===== config.mk =====
export PLATFORM = sky130hd
export DESIGN_NAME = dmem_arbiter
export DESIGN_NICKNAME = d
export VERILOG_FILES = /design/src/rtl/dmem_arb_pkg.sv /design/src/rtl/rr_arb2.sv /design/src/rtl/dmem_arbiter.sv
export SDC_FILE = /design/constraint.sdc
export NUM_CORES = 1
export LEC_CHECK = 0
export ABC_AREA = 0
export BUFFER_PORTS_ARGS = -buffer_cell sky130_fd_sc_hd__clkbuf_2
export CORE_AREA = 5 5 114 116
export CTS_CLUSTER_SIZE = 10
export DETAILED_ROUTE_END_ITERATION = 6
export DIE_AREA = 0 0 119 121
export PLACE_DENSITY = 0.69
export SETUP_SLACK_MARGIN = 0.15
export SKIP_CTS_REPAIR_TIMING = 1
export SLEW_MARGIN = 20
export SYNTH_ARGS = -nofsm -noshare
export SYNTH_HDL_FRONTEND = slang
export SYNTH_HIERARCHICAL = 1
export SYNTH_SLANG_ARGS = --single-unit

===== constraint.sdc =====
create_clock -name clk -period 1.75 [get_ports clk]
set_input_delay 0.2625 -clock clk [delete_from_list [all_inputs] [get_ports clk]]
set_output_delay 0.2625 -clock clk [all_outputs]
set_load 0.01 [all_outputs]

===== src/rtl/dmem_arb_pkg.sv =====
// Shared types and constants for the data-memory arbiter.
package dmem_arb_pkg;

  typedef enum logic {
    IDLE,
    WAIT
  } state_e;

  localparam logic PORT0 = 1'b0;
  localparam logic PORT1 = 1'b1;

  // Wide enough to hold the largest legal read latency.
  localparam int unsigned LAT_W = 3;

endpackage


===== src/rtl/rr_arb2.sv =====
// Two-input round-robin picker; the port that did not win last time takes a tie.
module rr_arb2
  import dmem_arb_pkg::*;
(
  input  logic [1:0] req,
  input  logic       last,
  input  logic       enable,
  output logic [1:0] gnt
);

  always_comb begin
    gnt = 2'b00;
    if (enable) begin
      if (req == 2'b11) begin
        gnt = (last == PORT1) ? 2'b01 : 2'b10;
      end else begin
        gnt = req;
      end
    end
  end

endmodule


===== src/rtl/dmem_arbiter.sv =====
// Two-port data-memory arbiter: round-robin grant, one outstanding read, per-port read return.
module dmem_arbiter
  import dmem_arb_pkg::*;
#(
  parameter int unsigned ADDR_W   = 32,
  parameter int unsigned DATA_W   = 32,
  parameter int unsigned READ_LAT = 1
) (
  input  logic              clk,
  input  logic              rst_n,
  input  logic              m0_req,
  input  logic              m0_we,
  input  logic [ADDR_W-1:0] m0_adr,
  input  logic [DATA_W-1:0] m0_wdata,
  output logic              m0_gnt,
  output logic              m0_rvalid,
  output logic [DATA_W-1:0] m0_rdata,
  input  logic              m1_req,
  input  logic              m1_we,
  input  logic [ADDR_W-1:0] m1_adr,
  input  logic [DATA_W-1:0] m1_wdata,
  output logic              m1_gnt,
  output logic              m1_rvalid,
  output logic [DATA_W-1:0] m1_rdata,
  output logic              mem_en,
  output logic              mem_we,
  output logic [ADDR_W-1:0] mem_adr,
  output logic [DATA_W-1:0] mem_wdata,
  input  logic [DATA_W-1:0] mem_rdata,
  output logic              busy
);

  state_e           state_q, state_d;
  logic [LAT_W-1:0] cnt_q, cnt_d;
  logic             owner_q, owner_d;
  logic             last_q, last_d;
  logic             rvalid0_q, rvalid1_q;
  logic [DATA_W-1:0] rdata0_q, rdata1_q;
  logic [1:0]       gnt;
  logic             accept, sel, sel_we, capture;

  rr_arb2 u_rr_arb2 (
    .req    ({m1_req, m0_req}),
    .last   (last_q),
    .enable (state_q == IDLE),
    .gnt    (gnt)
  );

  assign m0_gnt = gnt[0];
  assign m1_gnt = gnt[1];
  assign accept = |gnt;
  assign sel    = gnt[1];
  assign sel_we = sel ? m1_we : m0_we;
  assign busy   = (state_q != IDLE) || (m0_req && !m0_gnt);

  // Memory bus is zeroed outside accept cycles so idle traffic is easy to spot.
  always_comb begin
    mem_en    = accept;
    mem_we    = 1'b0;
    mem_adr   = '0;
    mem_wdata = '0;
    if (accept) begin
      mem_we    = sel_we;
      mem_adr   = sel ? m1_adr : m0_adr;
      mem_wdata = sel ? m1_wdata : m0_wdata;
    end
  end

  always_comb begin
    state_d = state_q;
    cnt_d   = cnt_q;
    owner_d = owner_q;
    last_d  = last_q;
    capture = 1'b0;
    unique case (state_q)
      IDLE: begin
        if (accept) begin
          last_d = sel;
          if (!sel_we) begin
            owner_d = sel;
            cnt_d   = LAT_W'(READ_LAT);
            state_d = WAIT;
          end
        end
      end
      WAIT: begin
        if (cnt_q == LAT_W'(1)) begin
          capture = 1'b1;
          cnt_d   = '0;
          state_d = IDLE;
        end else begin
          cnt_d = cnt_q - LAT_W'(1);
        end
      end
      default: state_d = IDLE;
    endcase
  end

  always_ff @(posedge clk or negedge rst_n) begin
    if (!rst_n) begin
      state_q   <= IDLE;
      cnt_q     <= '0;
      owner_q   <= PORT0;
      last_q    <= PORT1;
      rvalid0_q <= 1'b0;
      rvalid1_q <= 1'b0;
      rdata0_q  <= '0;
      rdata1_q  <= '0;
    end else begin
      state_q   <= state_d;
      cnt_q     <= cnt_d;
      owner_q   <= owner_d;
      last_q    <= last_d;
      rvalid0_q <= capture && (owner_q == PORT0);
      rvalid1_q <= capture && (owner_q == PORT1);
      if (capture && (owner_q == PORT0)) rdata0_q <= mem_rdata;
      if (capture && (owner_q == PORT1)) rdata1_q <= mem_rdata;
    end
  end

  assign m0_rvalid = rvalid0_q;
  assign m1_rvalid = rvalid1_q;
  assign m0_rdata  = rdata0_q;
  assign m1_rdata  = rdata1_q;

endmodule


==> results of run 1 <==
logic make-up after synthesis:
family | count (synthesis) | share of synthesized area, %
simple gates | 12 | 2.20
fa+ha+maj | 2 | 0.697
compound gates | 77 | 18.1
flops | 72 | 50.2
buf+inv | 31 | 5.71
mux | 64 | 23.1
area by class of cell:
cell class                      instances  share of cell area [%]
Inverter                                9                   0.545
Clock buffer                           10                    3.86
Multi-Input combinational cell        155                    28.8
Sequential cell                        72                    29.1
Tap cell                              147                    2.97
Timing Repair Buffer                  338                    34.2
Clock inverter                          5                   0.545
state kept, by name, summed over array words and instances, names as in the netlist:
name	cells
state_q	1
last_q	1
cnt_q	3
m1_rvalid	1
owner_q	1
m0_rdata	32
m1_rdata	32
m0_rvalid	1
synth_stat cells:
library cell	number	area share, %
o21ai_0	4	0.56
buf_2	8	1.1
and3b_4	1	0.35
buf_12	3	1.7
nand2_1	3	0.31
mux2_2	35	11
or2_2	1	0.17
ha_1	2	0.70
inv_1	9	0.94
dfrtp_1	71	49
clkbuf_1	7	0.73
a22o_2	1	0.28
a221oi_1	1	0.24
nor2b_1	1	0.17
nor2_1	2	0.21
o2bb2ai_1	1	0.24
a21oi_1	3	0.42
nand2_2	1	0.17
or3b_2	1	0.24
buf_6	4	1.3
nor2b_4	1	0.38
nand2b_1	1	0.17
dfstp_2	1	0.73
a22o_1	66	16
mux2_4	29	12
a2bb2oi_1	1	0.24
critical path, stage by stage, from the launching register on:
cell and delay, ns:
dfstp_2 0.54, inv_2 0.04, a21oi_4 0.12, nor2b_4 0.25, buf_12 0.16, buf_12 0.12
a22o_1 0.18, buf_2 0.15
layer usage:
layer  share of wire [%]  global-route usage (%)
met1                  37                    19.0
met2                  52                    30.5
met5                   0                       0
met4                 2.4                    6.30
met3                 8.1                    5.13
metrics by stage:
step,TNS (ns),util (%),area [µm²],std cells
global route,-26.87,52.5,6200,736
global placement,-0.0900,44.7,5290,698
detailed placement,-1.95,44.7,5290,698
floorplan,0,-,3670,258
CTS,-24.89,47.1,5560,713
finish,-21.94,52.5,6200,736
power by group through the flow:
stage               registers (µW)  logic [µW]  clock network [µW]
finish                        3020        5920                1660
detailed placement            2990        4810                   0
CTS                           2970        4820                1700
global route                  3110        6250                1780
floorplan                     3300        2540                   0
global placement              2930        4690                   0
worst paths after layout:
kind / from / to / slack, ns / cells after the start
worst min register to register: cnt_q[1]$_DFFE_PN0P_ / cnt_q[1]$_DFFE_PN0P_ / 0.51 / 1
min in group asynchronous: rst_n / m1_rdata[2]$_DFFE_PN0P_ / 0.49 / 3
worst max-delay path: last_q$_DFFE_PN1P_ / mem_wdata[10] / -0.41 / 7
worst min-delay path: mem_rdata[11] / m0_rdata[11]$_DFFE_PN0P_ / 0.19 / 2
max in group asynchronous: rst_n / m1_rdata[29]$_DFFE_PN0P_ / 0.74 / 3
worst max register to register: cnt_q[1]$_DFFE_PN0P_ / m0_rdata[19]$_DFFE_PN0P_ / 0.05 / 7
cell usage in the layout (no fill, tap or decap), drive strengths merged, types with 2 or more instances in the layout:
master      n
clkbuf    290
dfrtp      71
a22o       67
mux2       64
buf        57
inv         9
o21ai       4
nand2       4
clkinv      3
a21oi       3
nor2b       2
nor2        2
clkinvlp    2
ha          2
==> results.cfg, run 1 <==
[grt]
grt_start_max_net_pins = 49
grt.total_usage_pct = 17.0
grt_pass1_vias = 3672
overflow = 0
grt_antenna_before_repair = 0
grt_pass1_wl_mm = 19.5

[routing]
wl_per_cell_um = 20.0
drtPass1Iterations = 4
vias_per_cell = 4.85
drc = 0
routed_wirelength_mm = 14.8
ant_nets = 0
first_iter_violations = 132
vias = 3570

[timing]
fmax_mhz = 462
finalSetupViolations = 67
finalWorstSetupSlack_ns = -0.413
whs_ns = 0.192
finalCriticalPeriod_ns = 2.16
skew_ns = 0.00563
slew_viol_final = 0
worst-slew-pin-transition_ns = 0.586
rsz0062_at_grt = true
slew_headroom_pct = 60.9
hold_viol_final = 0
period_share_pct = 124

[status]
violations = setup timing
status = complete, but fails checks

[pwr]
power_switching_uw = 3760
seqPwrFrac_pct = 28.5
switching_share_pct = 35.5
ir_worst_vdd_v = 0.000669
p_int_uw = 6830
totalPowerFinal_uw = 10600
power_density_nw_per_um2 = 1710
combinationalPowerShare_pct = 55.9
clkPwrFrac_pct = 15.6
power_leakage_uw = 0.00346

[clocking]
numCtsBuffers = 9
cts_max_path_buffers = 2
path_clk_slew_ns = 0.06
cts.sinks = 72
clock_latency_ns = 0.32
cts_root_buf = clkbuf_16
cts_htree_levels = 3
cts_tree = built

[critical_path]
cp_max_fo = 6
startpoint_type = flop
crit_required_ns = 1.49
critPathKind = reg2out
crit_path_end_kind = output port
worst_ep_arrival_time_ns = 1.90

[synth]
ys_seq_elements = 72
yosysWarningCount = 6
syn_area_per_cell_um2 = 13.9
synth.distinct_cells = 26
synth_area_um2 = 3590
syn-num-nets = 426
syn_inst = 258
seq_area_frac_synth_pct = 50.2

[cells_and_area]
regArea_um2 = 1800
area_delta_synth_final_pct = 72.6
fin_nets = 753
drive_gt1_share_pct = 73.5
antenna_cells = 0
fillers = 1066
multi_input_area_um2 = 1790

[hold_path]
hold_class = in2reg

[die]
die_w_um = 119
floorplan.initialDensity_pct = 30.4
pin_count = 301
die_h_um = 121
rows = 40
coreArea_um2 = 11800
die_area_um2 = 14400

[placed_design]
dpl_worst_slack_ns = -0.0967
io_buffers = 300
place_congestion = 0.997
post-dp-hpwl_mm = 10.8

[job]
cap_violations = 0
No activity file was read; power rests on OpenSTA's default activity.
==> inputs of run 2 (changes only) <==
--- a/config.mk
+++ b/config.mk
@@ -7,15 +7,14 @@
 export LEC_CHECK = 0
 export ABC_AREA = 0
 export BUFFER_PORTS_ARGS = -buffer_cell sky130_fd_sc_hd__clkbuf_2
-export CORE_AREA = 5 5 114 116
+export CORE_AREA = 5 5 113 115
 export CTS_CLUSTER_SIZE = 10
 export DETAILED_ROUTE_END_ITERATION = 6
-export DIE_AREA = 0 0 119 121
-export PLACE_DENSITY = 0.69
+export DIE_AREA = 0 0 118 120
+export PLACE_DENSITY = 0.73
 export SETUP_SLACK_MARGIN = 0.15
 export SKIP_CTS_REPAIR_TIMING = 1
 export SLEW_MARGIN = 20
 export SYNTH_ARGS = -nofsm -noshare
 export SYNTH_HDL_FRONTEND = slang
-export SYNTH_HIERARCHICAL = 1
 export SYNTH_SLANG_ARGS = --single-unit
==> run 2 against run 1 <==
- the flow still finishes with violations (setup timing)
- sequential power increased by 4%
- clock-buffer cell count unchanged
- maximum frequency increased by 8.5%
- cell count increased by 19%
- clock power increased by 10%
- die area decreased by 1.7%
- clock skew increased by 0.0012 ns
- critical path type unchanged
==> results.cfg, run 2 <==
[clocking]
cts_htree_levels = 3
cts_max_path_buffers = 2
clock_latency_ns = 0.32
numCtsBuffers = 9
path_clk_slew_ns = 0.06
cts.sinks = 72
cts_tree = built
cts_root_buf = clkbuf_16

[timing]
hold_viol_final = 0
finalWorstSetupSlack_ns = -0.244
worst-slew-pin-transition_ns = 0.383
finalSetupViolations = 70
rsz0062_at_grt = true
slew_headroom_pct = 74.4
skew_ns = 0.00680
slew_viol_final = 0
period_share_pct = 114
finalCriticalPeriod_ns = 1.99
fmax_mhz = 501

[routing]
routed_wirelength_mm = 18.3
drtPass1Iterations = 5
vias_per_cell = 5.40
vias = 4717
drc = 0
ant_nets = 0
wl_per_cell_um = 20.9
first_iter_violations = 341

[hold_path]
hold_class = in2reg

[pwr]
switching_share_pct = 40.0
p_int_uw = 7500
totalPowerFinal_uw = 12500
combinationalPowerShare_pct = 60.2
power_leakage_uw = 0.00357
clkPwrFrac_pct = 14.7
power_density_nw_per_um2 = 1790
power_switching_uw = 5000
seqPwrFrac_pct = 25.1
ir_worst_vdd_v = 0.00109

[grt]
grt_pass1_vias = 4228
grt.total_usage_pct = 19.2
grt_pass1_wl_mm = 22.2
grt_start_max_net_pins = 73
overflow = 0
grt_antenna_before_repair = 0

[critical_path]
crit_path_cell_trace = buf_4 > a21boi_4 > buf_6 > buf_12 > nand3_2 > a21oi_2 > buf_2
cp_slowest_cell = dfstp_2
worst_ep_arrival_time_ns = 1.73
crit_path_end_kind = output port
cp_max_fo = 6
startpoint_type = flop
slowest_delay_ns = 0.38
critPathKind = reg2out
crit_required_ns = 1.49

[status]
violations = setup timing
status = complete, but fails checks

[synth]
ys.flop_type = dfrtp_1
synth.distinct_cells = 31
yosys-top-cells-count = 71 x dfrtp_1, 68 x a21oi_1, 65 x nand3_1, 65 x o21ai_0, 64 x mux2_2
synth_area_um2 = 3960
syn-num-nets = 576
synth-async-reset-ratio_pct = 100
ys_seq_elements = 72
synth_most_common_cell = dfrtp_1
yosys-top-cells-area = dfrtp_1 45%, mux2_2 18%, a21oi_1 8.6%
syn_area_per_cell_um2 = 9.70
synth_top_area_share_pct = 44.9
yosys.area.top_type = dfrtp_1
synth_edf_count = 0
seq_area_frac_synth_pct = 45.5
syn_inst = 408
yosysWarningCount = 0

[job]
cap_violations = 0

[cells_and_area]
drive_gt1_share_pct = 66.4
final_common_cell = clkbuf_2
antenna_cells = 0
fin_nets = 890
area_delta_synth_final_pct = 76.6
final_cell_mix = 236 x clkbuf_2, 70 x dfrtp_1, 64 x mux2_4
fin_cells = 874

[die]
die_h_um = 120
die_area_um2 = 14200
floorplan.initialDensity_pct = 33.8
pin_count = 301
die_w_um = 118
rows = 40
coreArea_um2 = 11700

[placed_design]
dpl.cell_count = 831
io_buffers = 300
place_congestion = 0.912
post-dp-hpwl_mm = 11.3
## run 2: worst max-delay path: cells and delay by family (launching register included)
| kind | cells | cell delay, ns |
|---|---|---|
| buf+inv | 4 | 0.59 |
| simple gates | 1 | 0.07 |
| flops | 1 | 0.38 |
| compound gates | 2 | 0.35 |
## run 2: power by group through the flow
stage                     clock (µW)  sequential (µW)  combinational (µW)
after floorplan                    0             3330                2890
after global placement             0             2960                5470
after detailed placement           0             3020                5500
after CTS                       1880             2990                5520
after global routing            1960             3230                7950
final                           1830             3140                7520
## run 2: final timing paths
check / startpoint / to / slack, ns / cells after the start
max in group asynchronous: rst_n / last_q$_DFFE_PN1P_ / 0.91 / 3
setup reg to reg: state_q$_DFF_PN0_ / m1_rdata[19]$_DFFE_PN0P_ / -0.01 / 6
setup / recovery: last_q$_DFFE_PN1P_ / mem_adr[1] / -0.24 / 7
min in group asynchronous: rst_n / m1_rdata[29]$_DFFE_PN0P_ / 0.49 / 3
hold / removal: m1_we / owner_q$_DFFE_PN0P_ / 0.18 / 2
hold reg to reg: m1_rdata[4]$_DFFE_PN0P_ / m1_rdata[4]$_DFFE_PN0P_ / 0.51 / 1
## run 2: layout make-up
type	count	area [µm²]
clock buffers	10	229
clock inverters	6	67.6
fillers	984	4720
inverters	6	25.0
multi-input cells	288	2400
flip-flops and latches	72	1800
well taps	147	184
repair buffers	345	2280
## run 2: stage by stage
step	hold slack (ns)	utilization (%)	setup TNS (ns)	setup WS [ns]	instance area [µm²]
finish	0.183	59.7	-12.53	-0.244	6990
global route	0.179	59.7	-17.13	-0.314	6990
CTS	-0.0285	51.1	-15.44	-0.381	5980
detailed placement	0.321	48.6	-0.0114	-0.0114	5690
global placement	0.318	48.6	-0.00887	-0.00887	5690
floorplan	-0.0331	-	0	0.133	3960
## run 2: logic make-up after synthesis
| family | share of synthesized area (%) |
|---|---|
| flops | 45.5 |
| simple gates | 10.4 |
| fa+ha+maj | 0.632 |
| buf+inv | 6.51 |
| compound gates | 18.7 |
| mux | 18.2 |
## run 2: metal layers
layer | track usage, % | vias up | wire length [µm]
met5 | 0 | - | 0
met3 | 5.89 | 47 | 1810
met4 | 6.67 | 0 | 533
li1 | - | 2115 | -
met2 | 30.5 | 328 | 8820
met1 | 24.7 | 2227 | 7090
==> inputs of run 3 (changes only) <==
--- a/config.mk
+++ b/config.mk
@@ -7,11 +7,11 @@
 export LEC_CHECK = 0
 export ABC_AREA = 0
 export BUFFER_PORTS_ARGS = -buffer_cell sky130_fd_sc_hd__clkbuf_2
-export CORE_AREA = 5 5 113 115
+export CORE_AREA = 2 2 117 119
 export CTS_CLUSTER_SIZE = 10
 export DETAILED_ROUTE_END_ITERATION = 6
-export DIE_AREA = 0 0 118 120
-export PLACE_DENSITY = 0.73
+export DIE_AREA = 0 0 119 121
+export PLACE_DENSITY = 0.64
 export SETUP_SLACK_MARGIN = 0.15
 export SKIP_CTS_REPAIR_TIMING = 1
 export SLEW_MARGIN = 20
==> run 3 against run 2 <==
- the flow still finishes with violations (setup timing)
- clock-buffer cell count down 1
- critical path depth unchanged
- total power about the same
- clock power up 6%
- global-route usage about the same
- largest cell class unchanged
==> results.cfg, run 3 (synthesis results as in run 2) <==
[hold_path]
worstHoldStart = m1_we
worstHoldPathCells = 2
min_to = owner_q$_DFFE_PN0P_
hold_class = in2reg

[die]
floorplan.initialDensity_pct = 30.3
die_h_um = 121
coreArea_um2 = 13100
rows = 42
pin_count = 301
die_area_um2 = 14400
die_w_um = 119

[critical_path]
regToRegEndpoint = m0_rdata[31]$_DFFE_PN0P_
r2r_cells = 7
crit_buf_inv = 4
rrSetupSlack_ns = 0.09
startpoint_type = flop
crit_required_ns = 1.49
cp_slowest_cell = dfstp_2
crit_path_cell_trace = buf_6 > a21boi_4 > buf_6 > clkbuf_16 > nand3_1 > a21oi_1 > clkbuf_2
cp_max_fo = 16
crit_path_end_kind = output port
slowest_delay_ns = 0.38
worst_ep_arrival_time_ns = 1.74
crit_top_cell = buf_6
critPathKind = reg2out
r2r-start = cnt_q[1]$_DFFE_PN0P_
path_delay_family = buffers and inverters

[timing]
rsz0062_at_grt = true
fmax_mhz = 498
finalSetupViolations = 65
slew_viol_final = 0
finalCriticalPeriod_ns = 2.01
hold_viol_final = 0
skew_ns = 0.00470
period_share_pct = 115
finalWorstSetupSlack_ns = -0.257
slew_headroom_pct = 71.6
worst-slew-pin-transition_ns = 0.425

[cells_and_area]
area_delta_synth_final_pct = 80.2
final_common_cell = clkbuf_2
drive_gt1_share_pct = 69.7
final_cell_mix = 249 x clkbuf_2, 70 x dfrtp_1, 65 x o21ai_0
fillers = 1158
fin_nets = 890

[routing]
vias_per_cell = 5.26
vias = 4751
routed_wirelength_mm = 17.4
drc = 0
wl_per_cell_um = 19.3
ant_nets = 0
first_iter_violations = 342
drtPass1Iterations = 5

[grt]
grt_pass1_wl_mm = 21.8
grt_pass1_vias = 4301
grt.total_usage_pct = 19.2
overflow = 0
grt_antenna_before_repair = 1
grt_start_max_net_pins = 70

[pwr]
ir_worst_vdd_v = 0.000645
power_leakage_uw = 0.00356
combinationalPowerShare_pct = 59.7
switching_share_pct = 39.4
totalPowerFinal_uw = 12500
power_switching_uw = 4930
p_int_uw = 7580
power_density_nw_per_um2 = 1750
clkPwrFrac_pct = 15.5
seqPwrFrac_pct = 24.7

[clocking]
cts_htree_levels = 3
cts_root_buf = clkbuf_16
cts_max_path_buffers = 2
numCtsBuffers = 9
cts_tree = built
clock_latency_ns = 0.33
path_clk_slew_ns = 0.06
cts.sinks = 72

[placed_design]
io_buffers = 300
dpl_worst_slack_ns = 0.0215
place_congestion = 0.931
post-dp-hpwl_mm = 11.2

[job]
cap_violations = 0

[status]
status = complete, but fails checks
violations = setup timing
## run 3: changes by cell type in the layout (fill, tap and decap cells not counted), moves of 5 or more
cell      before  now
o21ai_1       22    0
o21ai_0       43   65
nand3_2        6   30
clkbuf_2     236  249
nand3_1       58   34
mux2_4        64   59
buf_2         63   50
mux2_2         0    5
## run 3: stage by stage
step           hold slack, ns  instance area (µm²)  TNS [ns]  utilization (%)  cells
6_report                0.180                 7140    -13.26             54.5    904
5_1_grt                 0.176                 7140    -17.41             54.5    904
4_1_cts                -0.150                 6040    -16.76             46.2    874
3_5_place_dp            0.208                 5720         0             43.7    858
3_3_place_gp            0.211                 5720         0             43.7    858
2_1_floorplan         -0.0331                 3960         0                -    408
## run 3: final cells by class
type / count / area (µm²) / area share, %
flip-flops and latches: 72 / 1800 / 25.3
clock inverters: 7 / 95.1 / 1.33
well taps: 176 / 220 / 3.09
multi-input cells: 288 / 2490 / 35.0
inverters: 6 / 27.5 / 0.386
clock buffers: 9 / 225 / 3.16
diodes: 1 / 2.50 / 0.0351
repair buffers: 345 / 2270 / 31.8
## run 3: how the worst max path moves through the flow
stage	from	to	slack (ns)	cells after the start
final	last_q$_DFFE_PN1P_	mem_wdata[0]	-0.26	7
after global routing	last_q$_DFFE_PN1P_	mem_adr[17]	-0.33	7
after CTS	last_q$_DFFE_PN1P_	mem_wdata[10]	-0.35	5
after detailed placement	last_q$_DFFE_PN1P_	mem_wdata[10]	0.02	5
after global placement	last_q$_DFFE_PN1P_	mem_adr[3]	0.05	6
after floorplan	last_q$_DFFE_PN1P_	mem_wdata[10]	0.13	5
## run 3: routing by layer
metal | GRT usage, % | routed length, µm | vias up | part of all wire [%]
li1 | - | - | 2123 | -
met2 | 32.6 | 8750 | 303 | 50
met5 | 0 | 0 | - | 0
met3 | 5.36 | 1430 | 37 | 8.2
met1 | 22.4 | 6670 | 2288 | 38
met4 | 8.93 | 595 | 0 | 3.4
## run 3: power by group through the flow
stage                     registers [µW]  logic [µW]  clock network (µW)
final                               3100        7470                1940
after global routing                3200        7910                2080
after CTS                           3000        5530                2000
after detailed placement            3020        5510                   0
after global placement              2960        5400                   0
after floorplan                     3330        2890                   0
## run 3: worst reg2reg max path: stages, from the launching register on
cell,delay [ns]
dfrtp_1,0.39
inv_2,0.08
ha_4,0.15
nand2b_4,0.07
nor3_4,0.21
buf_12,0.16
clkbuf_16,0.18
mux2_4,0.31
